===== config.mk =====
export PLATFORM = sky130hd
export DESIGN_NAME = fetch_stage_flat
export DESIGN_NICKNAME = d
export VERILOG_FILES = /design/src/rtl/fetch_stage_pkg.sv /design/src/rtl/fetch_stage_if.sv /design/src/rtl/fetch_skid_buffer.sv /design/src/rtl/fetch_stage.sv /design/src/flat_wrapper.sv
export SDC_FILE = /design/constraint.sdc
export NUM_CORES = 1
export LEC_CHECK = 0
export ABC_AREA = 0
export BUFFER_PORTS_ARGS = -buffer_cell sky130_fd_sc_hd__buf_2
export CAP_MARGIN = 25
export CORE_MARGIN = 2
export CORE_UTILIZATION = 55
export CTS_CLUSTER_SIZE = 28
export DETAILED_ROUTE_END_ITERATION = 8
export GPL_ROUTABILITY_DRIVEN = 1
export PLACE_DENSITY = 0.8
export SYNTH_ARGS = -nofsm -noshare
export SYNTH_HDL_FRONTEND = slang
export SYNTH_SLANG_ARGS = --single-unit

===== constraint.sdc =====
create_clock -name clk -period 2.05 [get_ports clk]
set_clock_uncertainty 0.1 [all_clocks]
set_input_delay 0 -clock clk [delete_from_list [all_inputs] [get_ports clk]]
set_output_delay 0 -clock clk [all_outputs]
set_load 0.01 [all_outputs]

===== src/rtl/fetch_stage_pkg.sv =====
// Shared types and constants for the instruction-fetch stage.
package fetch_stage_pkg;

  localparam int PC_WIDTH = 5;

  typedef logic [PC_WIDTH-1:0] pc_type;
  typedef logic [31:0]         instruction_type;

  typedef enum logic [1:0] {
    FETCH = 2'd0,
    HOLD  = 2'd1,
    DRAIN = 2'd2
  } fetch_state_type;

  localparam instruction_type NOP_INSTRUCTION = 32'h0000_0013;

  typedef struct packed {
    pc_type          pc;
    instruction_type instruction;
  } if_id_type;

  localparam if_id_type IF_ID_RESET = '{pc: 5'd0, instruction: NOP_INSTRUCTION};

  // Word-index increment; wraps 31 -> 0 by width.
  function automatic pc_type pc_inc(input pc_type pc);
    return pc + 5'd1;
  endfunction

endpackage


===== src/rtl/fetch_stage_if.sv =====
// Instruction-memory request/acknowledge bus between the fetch stage and memory.
interface fetch_stage_if;
  import fetch_stage_pkg::*;

  logic            req;
  pc_type          addr;
  logic            ack;
  instruction_type rdata;

  modport master (output req, output addr, input ack, input rdata);
  modport slave  (input req, input addr, output ack, output rdata);

endinterface


===== src/rtl/fetch_skid_buffer.sv =====
// One-entry IF/ID holding register that catches a fetch returning while decode is stalled.
module fetch_skid_buffer
  import fetch_stage_pkg::*;
(
  input  logic      clk,
  input  logic      reset_n,
  input  logic      load,
  input  logic      unload,
  input  logic      clear,
  input  if_id_type din,
  output if_id_type dout
);

  if_id_type data_r;
  logic      full_r;

  // Entry storage: clear beats load beats unload.
  always_ff @(posedge clk or negedge reset_n) begin
    if (!reset_n) begin
      data_r <= IF_ID_RESET;
      full_r <= 1'b0;
    end else if (clear) begin
      data_r <= IF_ID_RESET;
      full_r <= 1'b0;
    end else if (load) begin
      data_r <= din;
      full_r <= 1'b1;
    end else if (unload) begin
      full_r <= 1'b0;
    end else begin
      full_r <= full_r;
    end
  end

  assign dout = full_r ? data_r : IF_ID_RESET;

endmodule


===== src/rtl/fetch_stage.sv =====
// IF stage: owns the PC, fetches over a req/ack bus, skids decode stalls, drains on redirect.
// Optional macro FETCH_PERF_CNT_EN adds a saturating fetch_stall_cycles counter output.
module fetch_stage
  import fetch_stage_pkg::*;
#(
  parameter pc_type RESET_PC = 5'd0
) (
  input  logic          clk,
  input  logic          reset_n,
  fetch_stage_if.master imem,
  input  logic          stall,
  input  logic          redirect,
  input  pc_type        redirect_pc,
  output if_id_type     if_id,
  output logic          if_id_valid
`ifdef FETCH_PERF_CNT_EN
  ,
  output logic [15:0]   fetch_stall_cycles
`endif
);

  fetch_state_type state_r, state_s;
  pc_type          pc_r, pc_s;
  pc_type          target_r, target_s;
  if_id_type       if_id_r, if_id_s;
  logic            if_id_valid_r, if_id_valid_s;
  logic            req_r;
  logic            acked_s;
  logic            skid_load_s, skid_unload_s, skid_clear_s;
  if_id_type       fetched_s, skid_q_s;

  assign acked_s   = req_r & imem.ack;
  assign fetched_s = '{pc: pc_r, instruction: imem.rdata};

  fetch_skid_buffer u_skid (
    .clk     (clk),
    .reset_n (reset_n),
    .load    (skid_load_s),
    .unload  (skid_unload_s),
    .clear   (skid_clear_s),
    .din     (fetched_s),
    .dout    (skid_q_s)
  );

  // State register plus all datapath registers.
  always_ff @(posedge clk or negedge reset_n) begin
    if (!reset_n) begin
      state_r       <= FETCH;
      pc_r          <= RESET_PC;
      target_r      <= 5'd0;
      if_id_r       <= IF_ID_RESET;
      if_id_valid_r <= 1'b0;
      req_r         <= 1'b0;
    end else begin
      state_r       <= state_s;
      pc_r          <= pc_s;
      target_r      <= target_s;
      if_id_r       <= if_id_s;
      if_id_valid_r <= if_id_valid_s;
      req_r         <= (state_s != HOLD);
    end
  end

  // Next-state: an unacked request under redirect must drain before refetching.
  always_comb begin
    state_s = state_r;
    case (state_r)
      FETCH: begin
        if (redirect) begin
          state_s = (req_r && !imem.ack) ? DRAIN : FETCH;
        end else if (acked_s && stall && if_id_valid_r) begin
          state_s = HOLD;
        end else begin
          state_s = FETCH;
        end
      end
      HOLD: begin
        if (redirect || !stall) begin
          state_s = FETCH;
        end else begin
          state_s = HOLD;
        end
      end
      DRAIN: begin
        if (acked_s) begin
          state_s = FETCH;
        end else begin
          state_s = DRAIN;
        end
      end
      default: state_s = FETCH;
    endcase
  end

  // Datapath controls per state; redirect flushes IF/ID and the skid.
  always_comb begin
    pc_s          = pc_r;
    target_s      = target_r;
    if_id_s       = if_id_r;
    if_id_valid_s = if_id_valid_r;
    skid_load_s   = 1'b0;
    skid_unload_s = 1'b0;
    skid_clear_s  = 1'b0;
    case (state_r)
      FETCH: begin
        if (redirect) begin
          if_id_valid_s        = 1'b0;
          if_id_s.instruction  = NOP_INSTRUCTION;
          skid_clear_s         = 1'b1;
          if (req_r && !imem.ack) begin
            target_s = redirect_pc;
          end else begin
            pc_s = redirect_pc;
          end
        end else if (acked_s) begin
          pc_s = pc_inc(pc_r);
          if (!stall || !if_id_valid_r) begin
            if_id_s       = fetched_s;
            if_id_valid_s = 1'b1;
          end else begin
            skid_load_s = 1'b1;
          end
        end else if (!stall) begin
          if_id_valid_s       = 1'b0;
          if_id_s.instruction = NOP_INSTRUCTION;
        end else begin
          if_id_s = if_id_r;
        end
      end
      HOLD: begin
        if (redirect) begin
          if_id_valid_s       = 1'b0;
          if_id_s.instruction = NOP_INSTRUCTION;
          skid_clear_s        = 1'b1;
          pc_s                = redirect_pc;
        end else if (!stall) begin
          if_id_s       = skid_q_s;
          if_id_valid_s = 1'b1;
          skid_unload_s = 1'b1;
        end else begin
          if_id_s = if_id_r;
        end
      end
      DRAIN: begin
        if_id_valid_s       = 1'b0;
        if_id_s.instruction = NOP_INSTRUCTION;
        if (redirect) begin
          target_s     = redirect_pc;
          skid_clear_s = 1'b1;
        end else begin
          target_s = target_r;
        end
        if (acked_s) begin
          pc_s = target_s;
        end else begin
          pc_s = pc_r;
        end
      end
      default: begin
        pc_s = pc_r;
      end
    endcase
  end

  assign imem.req    = req_r;
  assign imem.addr   = pc_r;
  assign if_id       = if_id_r;
  assign if_id_valid = if_id_valid_r;

`ifdef FETCH_PERF_CNT_EN
  logic [15:0] stall_cnt_r;

  // Counts waiting-on-memory and skid-hold cycles, saturating.
  always_ff @(posedge clk or negedge reset_n) begin
    if (!reset_n) begin
      stall_cnt_r <= 16'd0;
    end else if (((req_r && !imem.ack) || (state_r == HOLD)) && (stall_cnt_r != 16'hFFFF)) begin
      stall_cnt_r <= stall_cnt_r + 16'd1;
    end else begin
      stall_cnt_r <= stall_cnt_r;
    end
  end

  assign fetch_stall_cycles = stall_cnt_r;
`endif

endmodule


===== src/flat_wrapper.sv =====
// flat-port wrapper written by rule: the top's interface ports become plain ports
module fetch_stage_flat import fetch_stage_pkg::*;
#(
  parameter pc_type RESET_PC = 5'd0
)
  (clk, reset_n, stall, redirect, redirect_pc, if_id, if_id_valid, imem_req, imem_addr, imem_ack, imem_rdata);
  fetch_stage_if imem_i ();
  input  logic clk;
  input  logic reset_n;
  input  logic stall;
  input  logic redirect;
  input  pc_type redirect_pc;
  output if_id_type if_id;
  output logic if_id_valid;
  output wire logic [$bits(imem_i.req)-1:0] imem_req;
  output wire logic [$bits(imem_i.addr)-1:0] imem_addr;
  input wire logic [$bits(imem_i.ack)-1:0] imem_ack;
  input wire logic [$bits(imem_i.rdata)-1:0] imem_rdata;
  assign imem_req = imem_i.req;
  assign imem_addr = imem_i.addr;
  assign imem_i.ack = imem_ack;
  assign imem_i.rdata = imem_rdata;
  fetch_stage #(.RESET_PC(RESET_PC)) u_core (.clk(clk), .reset_n(reset_n), .imem(imem_i), .stall(stall), .redirect(redirect), .redirect_pc(redirect_pc), .if_id(if_id), .if_id_valid(if_id_valid));
endmodule

==> results of run 1 <==
layout make-up:
type	instances	area share (%)
tap	102	2.26
multi-input combinational	278	35.7
sequential	89	39.6
inverter	9	0.665
clock buffer	9	2.20
clock inverter	7	1.38
timing repair buffer	143	18.2
per-stage QoR:
stage,TNS (ps),setup WS [ps],util [%]
final,0,85.5,73.0
after floorplan,0,170,-
after global routing,0,4.86,73.0
after global placement,0,36.5,64.8
after CTS,0,12.1,72.6
after detailed placement,-1.94,-1.06,64.8
tightest hold or removal path: stages:
cell and delay [ps]:
sky130_fd_sc_hd__buf_2 190, sky130_fd_sc_hd__nor2_1 130, sky130_fd_sc_hd__mux2_4 140
logic make-up after synthesis:
family                     synth area share (%)
adders and majority gates                  1.42
AOI/OAI and AO/OA                          11.1
xor gates and xnor gates                  0.199
and+or+nand+nor                            15.6
buffers and inverters                      4.20
muxes                                      16.7
DFF                                        50.7
power by group:
group | leakage [uW] | total, uW | internal, uW | switching (uW)
clock network | 0.000101 | 1250 | 576 | 670
registers | 0.00118 | 2080 | 1930 | 147
logic | 0.00159 | 912 | 477 | 435
total | 0.00286 | 4240 | 2980 | 1250
registers in the layout, summed over array words and instances, names as in the netlist:
| register | cells |
|---|---|
| u_core.if_id | 37 |
| u_core.u_skid.data_r | 37 |
| u_core.imem.addr | 5 |
| u_core.target_r | 5 |
| u_core.state_r | 2 |
| u_core.if_id_valid | 1 |
| u_core.imem.req | 1 |
| u_core.u_skid.full_r | 1 |
cells in the mapped netlist, drive strengths merged (4+ instances only):
cell type   n
nand2      84
dfrtp      83
mux2       51
nand3      42
a22o       29
buf        19
o21ai      16
a21oi      13
clkbuf      8
inv         8
dfstp       6
ha          5
mux2i       5
nand3b      5
nor2        4
nor2b       4
timing repair:
item / in CTS / in global routing
endpoints found under the hold margin: 155 / 0
setup endpoints to repair: 4 / 35
hold buffers: 39 / 0
pin swaps: 1 / 0
resized for setup: 0 / 7
buffers inserted: 1 / 0
cloned: 0 / 0
how the worst min path moves through the flow:
stage | startpoint | endpoint | slack, ps | cells after the start
3_3_place_gp | reset_n | u_core.if_id[5] | -110 | 1
3_5_place_dp | reset_n | u_core.if_id[5] | -100 | 1
2_1_floorplan | reset_n | u_core.if_id[10] | -400 | 0
4_1_cts | redirect | u_core.if_id_valid | 8 | 3
6_report | redirect | u_core.if_id_valid | 30 | 3
5_1_grt | redirect | u_core.if_id_valid | 70 | 3
metal layers:
layer	part of all wire, %	wire length [um]	GRT usage (%)
met4	2.1	212	10.4
met1	44	4500	31.1
met5	0	0	0
met3	5.5	567	5.40
met2	49	4970	39.7
==> results.md, run 1 <==
- The smallest clock period supported by the final layout is computed as 1960 ps.
- Measured in cells, the most critical reg-to-reg path has a length of 7.
- The final layout contains 577 nets.
- Among all flip-flop cells after synthesis, the most frequent one is sky130_fd_sc_hd__dfrtp_1.
- The total number of yosys warnings is 0.
- The initial antenna violation count is 0.
- The number of slew-limit violations in the final report is 0.
- For this run, the number of standard cells in the final layout without fillers is 637.
- During I/O placement, the number of pins put on the boundary was 86.
- The initial core utilization is 57.0%.
- The startpoint of the most critical register-to-register path is u_core.state_r[0].
- The number of enable flip-flop cells after synthesis is 0.
- The highest net fanout along the worst path is 12.
- For the worst-skew pair, the clock arrives at the later sink with an insertion delay of 370 ps.
- Summing all placed instances gives a cell area of 5010 sq um.
- The tool flagged a number of max-cap violations equal to 0.
- Sequential cells were found to cover 50.7% of the synthesized design area.
- Hold timing on the final database bottoms out at a slack of 28.1 ps.
- Counting every net in the synthesized netlist gives 450.
- The capture instance of the worst register-to-register path is u_core.if_id[23].
- Tracing the worst setup path back leads to its startpoint at u_core.state_r[0].
- The setup path with the least slack is of type reg -> reg.
- The number of failing hold endpoints at the final stage is 0.
- For flop-to-flop paths, the worst setup slack is 90 ps.
- The largest area contributor in the netlist is sky130_fd_sc_hd__dfrtp_1.
- In this run the power density over the cells is 751 nW/um^2.
- In the layout the commonest cells are sky130_fd_sc_hd__nand2_1, sky130_fd_sc_hd__buf_2, sky130_fd_sc_hd__dfrtp_1.
- The total of buffers placed on input and output ports is 85.
- The area of all sequential standard cells is 2230 sq um.
- The first global-routing pass estimated 16.5 mm of wire.
- The instance count on the critical path is 7.
- The buffer and inverter count on the worst path is 2.
- For this run, asynchronously set or reset flops after synthesis account for 100%.
- The flow ran to the end, and the final reports show no timing, DRC or antenna violations.
- The growth of design area from synthesis to finish is 28.1%.
- The overall via count from detail_route is 3499.
- On the worst path, the slowest cell contributes a delay of 420 ps.
- The wire length after detailed routing is 10.2 mm.
- 0 antenna diodes ended up in the layout.
- The worst hold path belongs to the class in -> reg.
- STA puts the critical path data required time at 2220 ps.
- Timing would allow up to 509 MHz.
- Buffers inserted during clock tree synthesis total 9.
- The die area is 8740 sq um.
- The buffer levels on the longest clock path is 2.
- For the worst setup path, the data arrival time is 2130 ps.
- The post-synthesis cell type count is 39.
- The layout cell share with drive strength beyond 1 is 34.8%.
- The via count of the first global-routing pass is 3436.
- The CTS tree is built.
- The gate count of the mapped netlist is 403.
- Walking the worst path, the cells encountered are inv_1, ha_4, and3b_4, nand3_2, nand3_4, buf_12, mux2_2.
- The total setup violations reported at the end of the flow is 0.
- Setup repair after global routing left no endpoint under its margin.
- After detailed routing, the number of remaining DRC violations is 0.
- The half-perimeter wire length after placement is 6.74 mm.
- The placeable core region is 7730 sq um.
- The kind of start point of the critical path is a flip-flop.
- In this run the tightest slew margin relative to its limit is 65.7%.
- Of the post-synthesis cell area, the dominant cell type holds 47.2%.
- The pin slew with the least headroom to its limit is 512 ps.
- The post-synthesis area per instance is 10.9 sq um.
- The placer's final routability congestion estimate is 0.846.
- The count of antenna-violating nets left after detailed routing is 0.
- The cell type group with the largest total delay on the critical path is simple AND/OR/NAND/NOR gates.
- The number of clock sinks is 89.
- By area the synthesized netlist is led by sky130_fd_sc_hd__dfrtp_1, sky130_fd_sc_hd__mux2_4, sky130_fd_sc_hd__nand2_1.
- The synthesized design contains 89 register bits.
- Total power for the finished layout comes to 4240 uW.
- Across the VDD grid, the largest voltage drop is 0.637 mV.
- The site row count is 32.
- In this run the horizontal extent of the chip is 93.5 um.
- In the final routed layout, each cell accounts on average for 16.1 um.
- The post-placement cell count is 581.
- Counting the fill cells in the layout gives 524.
- The finished layout cell area is 5640 sq um.
- The maximum number of pins on one net before global-route repair is 53.
- Of the available clock period, the critical path in the final layout requires 95.8%.
- The first TritonRoute pass finished after 6 iterations.
- The area of the multi-input gates is 2010 sq um.
- The clock transition time at the flip-flop clock pins of the worst setup and hold paths is 100 ps.
- The first-iteration detailed-routing DRC count is 194.
- Global routing used 24.3% of the available tracks.
- The total leakage power is 0.00286 uW.
- The global route total overflow is 0.
- The endpoint of the most critical setup path is u_core.if_id[23].
- After detailed routing, the number of vias per cell comes to 5.49.
- The cell area that synthesis handed to floorplanning was 4400 sq um.
- The cell at the root of the clock tree is sky130_fd_sc_hd__clkbuf_8.
- The worst setup path is captured at a flip-flop.
- The cell with the largest stage delay on the worst path is sky130_fd_sc_hd__dfrtp_1.
- CTS built an H-tree with a depth of 3.
- The vertical extent of the die is 93.5 um.
Note: power is estimated with default switching activity, not from simulation.
==> run 2, diff against run 1 <==
- GPL_TIMING_DRIVEN: not set -> 1
- REMOVE_ABC_BUFFERS: not set -> 1
==> run 2 against run 1 <==
  * Cell count stayed put
  * Power is 2.2% lower
  * Critical path type unchanged
  * Worst hold slack gained 48 ps
  * Non-clock buffer count did not move
  * Sequential share of layout area up 0.23 points
  * First-iteration DRC count decreased by 19%
  * Setup slack lost 37 ps
  * Flip-flop and latch count did not move
  * Die area is the same
==> results.md, run 2 (synthesized netlist as in run 1, its figures left out) <==
- CTS built an H-tree with a depth of 3.
- The via count of the first global-routing pass is 3609.
- The die is 93.5 um wide.
- At the pin with the least slew margin, the transition time is 674 ps.
- The number of standard cells in the layout, taps in and fillers out is 637.
- In this run the worst hold path is classified as in -> reg.
- The worst pin sits at a relative slew slack of 55.0%.
- Hold is met by 75.7 ps.
- The number of clock sinks is 89.
- The core region is 7730 sq um.
- The final critical path takes up 97.7% of the cycle.
- The count of nets left with antenna violations once routing finished came out at 0.
- The overall via count from detail_route is 3539.
- Once placement finished, the instance area stood at 4990 sq um.
- The wire length after detailed routing is 10.5 mm.
- The first-iteration detailed-routing DRC count is 157.
- The global-route wire length before repair is 17.2 mm.
- The number of failing hold endpoints at the final stage came to 0.
- The final antenna diode count is 0.
- The highest net fanout along the worst path is 19.
- The half-perimeter wire length after placement is 6.83 mm.
- The startpoint of the most critical register-to-register path is u_core.state_r[1].
- The die covers 8740 sq um.
- The floorplan has 32 rows.
- Entering global routing, the biggest net connects 53 pins.
- The run finished with clean final reports.
- Clock latency on the worst-skew pair, taken at its later pin, is 350 ps.
- In this run the vertical extent of the chip is 93.5 um.
- The top cell types in the final layout, fill and taps aside, are sky130_fd_sc_hd__nand2_1, sky130_fd_sc_hd__buf_2, sky130_fd_sc_hd__dfrtp_1.
- The total leakage power is 0.00283 uW.
- The kind of start point of the critical path is a flip-flop.
- The initial core utilization is 57.0%.
- The power density of the placed cells is 739 nW/um^2.
- The number of placed instances, taps included, is 580.
- The utilization after layout is 72.6%.
- The final layout contains 577 nets.
- The length in cells of the worst reg-to-reg path is 6.
- Routability-driven placement finished with a final weighted congestion of 0.884.
- Setup violations remaining at the end of the flow were counted as 0.
- Data on the critical path is required at its endpoint by 2210 ps.
- The via count normalized by instance count is 5.56.
- The tool flagged a number of max-cap violations equal to 0.
- The initial antenna violation count is 0.
- The endpoint of the most critical setup path is u_core.if_id[22].
- The clock buffer count from CTS is 9.
- VDD sags by at most 0.629 mV.
- Tracing the worst setup path back leads to its startpoint at u_core.state_r[1].
- The clock transition time at the flip-flop clock pins of the worst setup and hold paths is 100 ps.
- Based on the critical path, the design can be clocked at up to 500 MHz.
- The number of slew-limit violations in the final report is 0.
- The fill cell total of the finished layout is 543.
- The total of buffers placed on input and output ports is 85.
- The worst setup path is of the reg -> reg kind.
- Dividing the detail-routed wire length by the instance count gives 16.4 um.
- The root buffer cell chosen for the clock tree is sky130_fd_sc_hd__clkbuf_8.
- Setup slack on the worst reg-to-reg path comes out at 50 ps.
- STA puts the critical path data arrival time at 2160 ps.
- After routing the design area is 5610 sq um.
- Cells with a size suffix above 1 make up 34.8% of the layout.
- The global route total overflow is 0.
- The capture instance of the worst register-to-register path is u_core.if_id[22].
- The number of placed I/O pins is 86.
- After layout, the minimum clock period comes to 2000 ps.
- The all-layer global routing usage is 25.2%.
- Overall power consumption after layout is estimated at 4140 uW.
- In the routed design, unresolved DRC markers number 0.
- From synthesis to final layout, the design area changed by 27.3%.
- The length of the first detailed-routing pass in iterations is 4.
- No sink is reached through more buffers than the 2 on the longest clock path.
- The worst setup path is captured at a flip-flop.
- TritonCTS built the clock tree.
==> run 2: cell count changes in the layout (fill, tap and decap cells not counted), sizes merged <==
cell	previous run	this run
clkinvlp	2	4
bufinv	1	0
clkinv	2	1
==> run 2: worst max-delay path: stages, from the launching register on <==
cell and delay (ps):
sky130_fd_sc_hd__dfrtp_1 410, sky130_fd_sc_hd__inv_1 130, sky130_fd_sc_hd__ha_2 310, sky130_fd_sc_hd__nand3b_1 200, sky130_fd_sc_hd__nand3_4 190, sky130_fd_sc_hd__buf_12 210, sky130_fd_sc_hd__mux2_2 350
==> run 2: worst min path at each step <==
stage / end / cells past startpoint / startpoint
2_1_floorplan: u_core.if_id[10] / 0 / reset_n
3_3_place_gp: u_core.if_id[14] / 1 / reset_n
3_5_place_dp: u_core.if_id[14] / 1 / reset_n
4_1_cts: u_core.if_id_valid / 3 / redirect
5_1_grt: u_core.if_id_valid / 3 / redirect
6_report: u_core.if_id_valid / 3 / redirect
==> run 2: per-layer routing <==
metal	track usage, %	part of all wire, %
met1	34.0	44
met2	41.3	49
met3	3.30	5.1
met4	10.2	2.5
met5	0	0
==> run 2: stage by stage <==
step           setup WS [ps]  setup TNS [ps]
3_3_place_gp           -2.97           -6.98
2_1_floorplan          -1150          -35280
3_5_place_dp           -14.6           -26.8
5_1_grt                -40.5            -295
6_report                48.2               0
4_1_cts                -9.42           -30.7
==> run 2: layout make-up <==
type / count / area (sq um) / area share [%]
clock buffers: 9 / 124 / 2.21
clock inverters: 7 / 62.6 / 1.12
inverters: 9 / 37.5 / 0.669
multi-input cells: 278 / 2010 / 35.8
flip-flops and latches: 89 / 2230 / 39.8
well taps: 102 / 128 / 2.28
repair buffers: 143 / 1010 / 18.1
==> run 2: repair_timing <==
item	CTS	global route
hold endpoints to repair	122	0
setup buffers	1	1
gates resized for setup	0	6
pin swaps	1	0
endpoints found under the setup margin	9	43
hold buffers	39	0
==> run 2: power by group <==
group          total [uW]  internal, uW  switching (uW)
sequential           2090          1930             157
clock                1140           463             677
combinational         915           477             438
total                4140          2870            1270
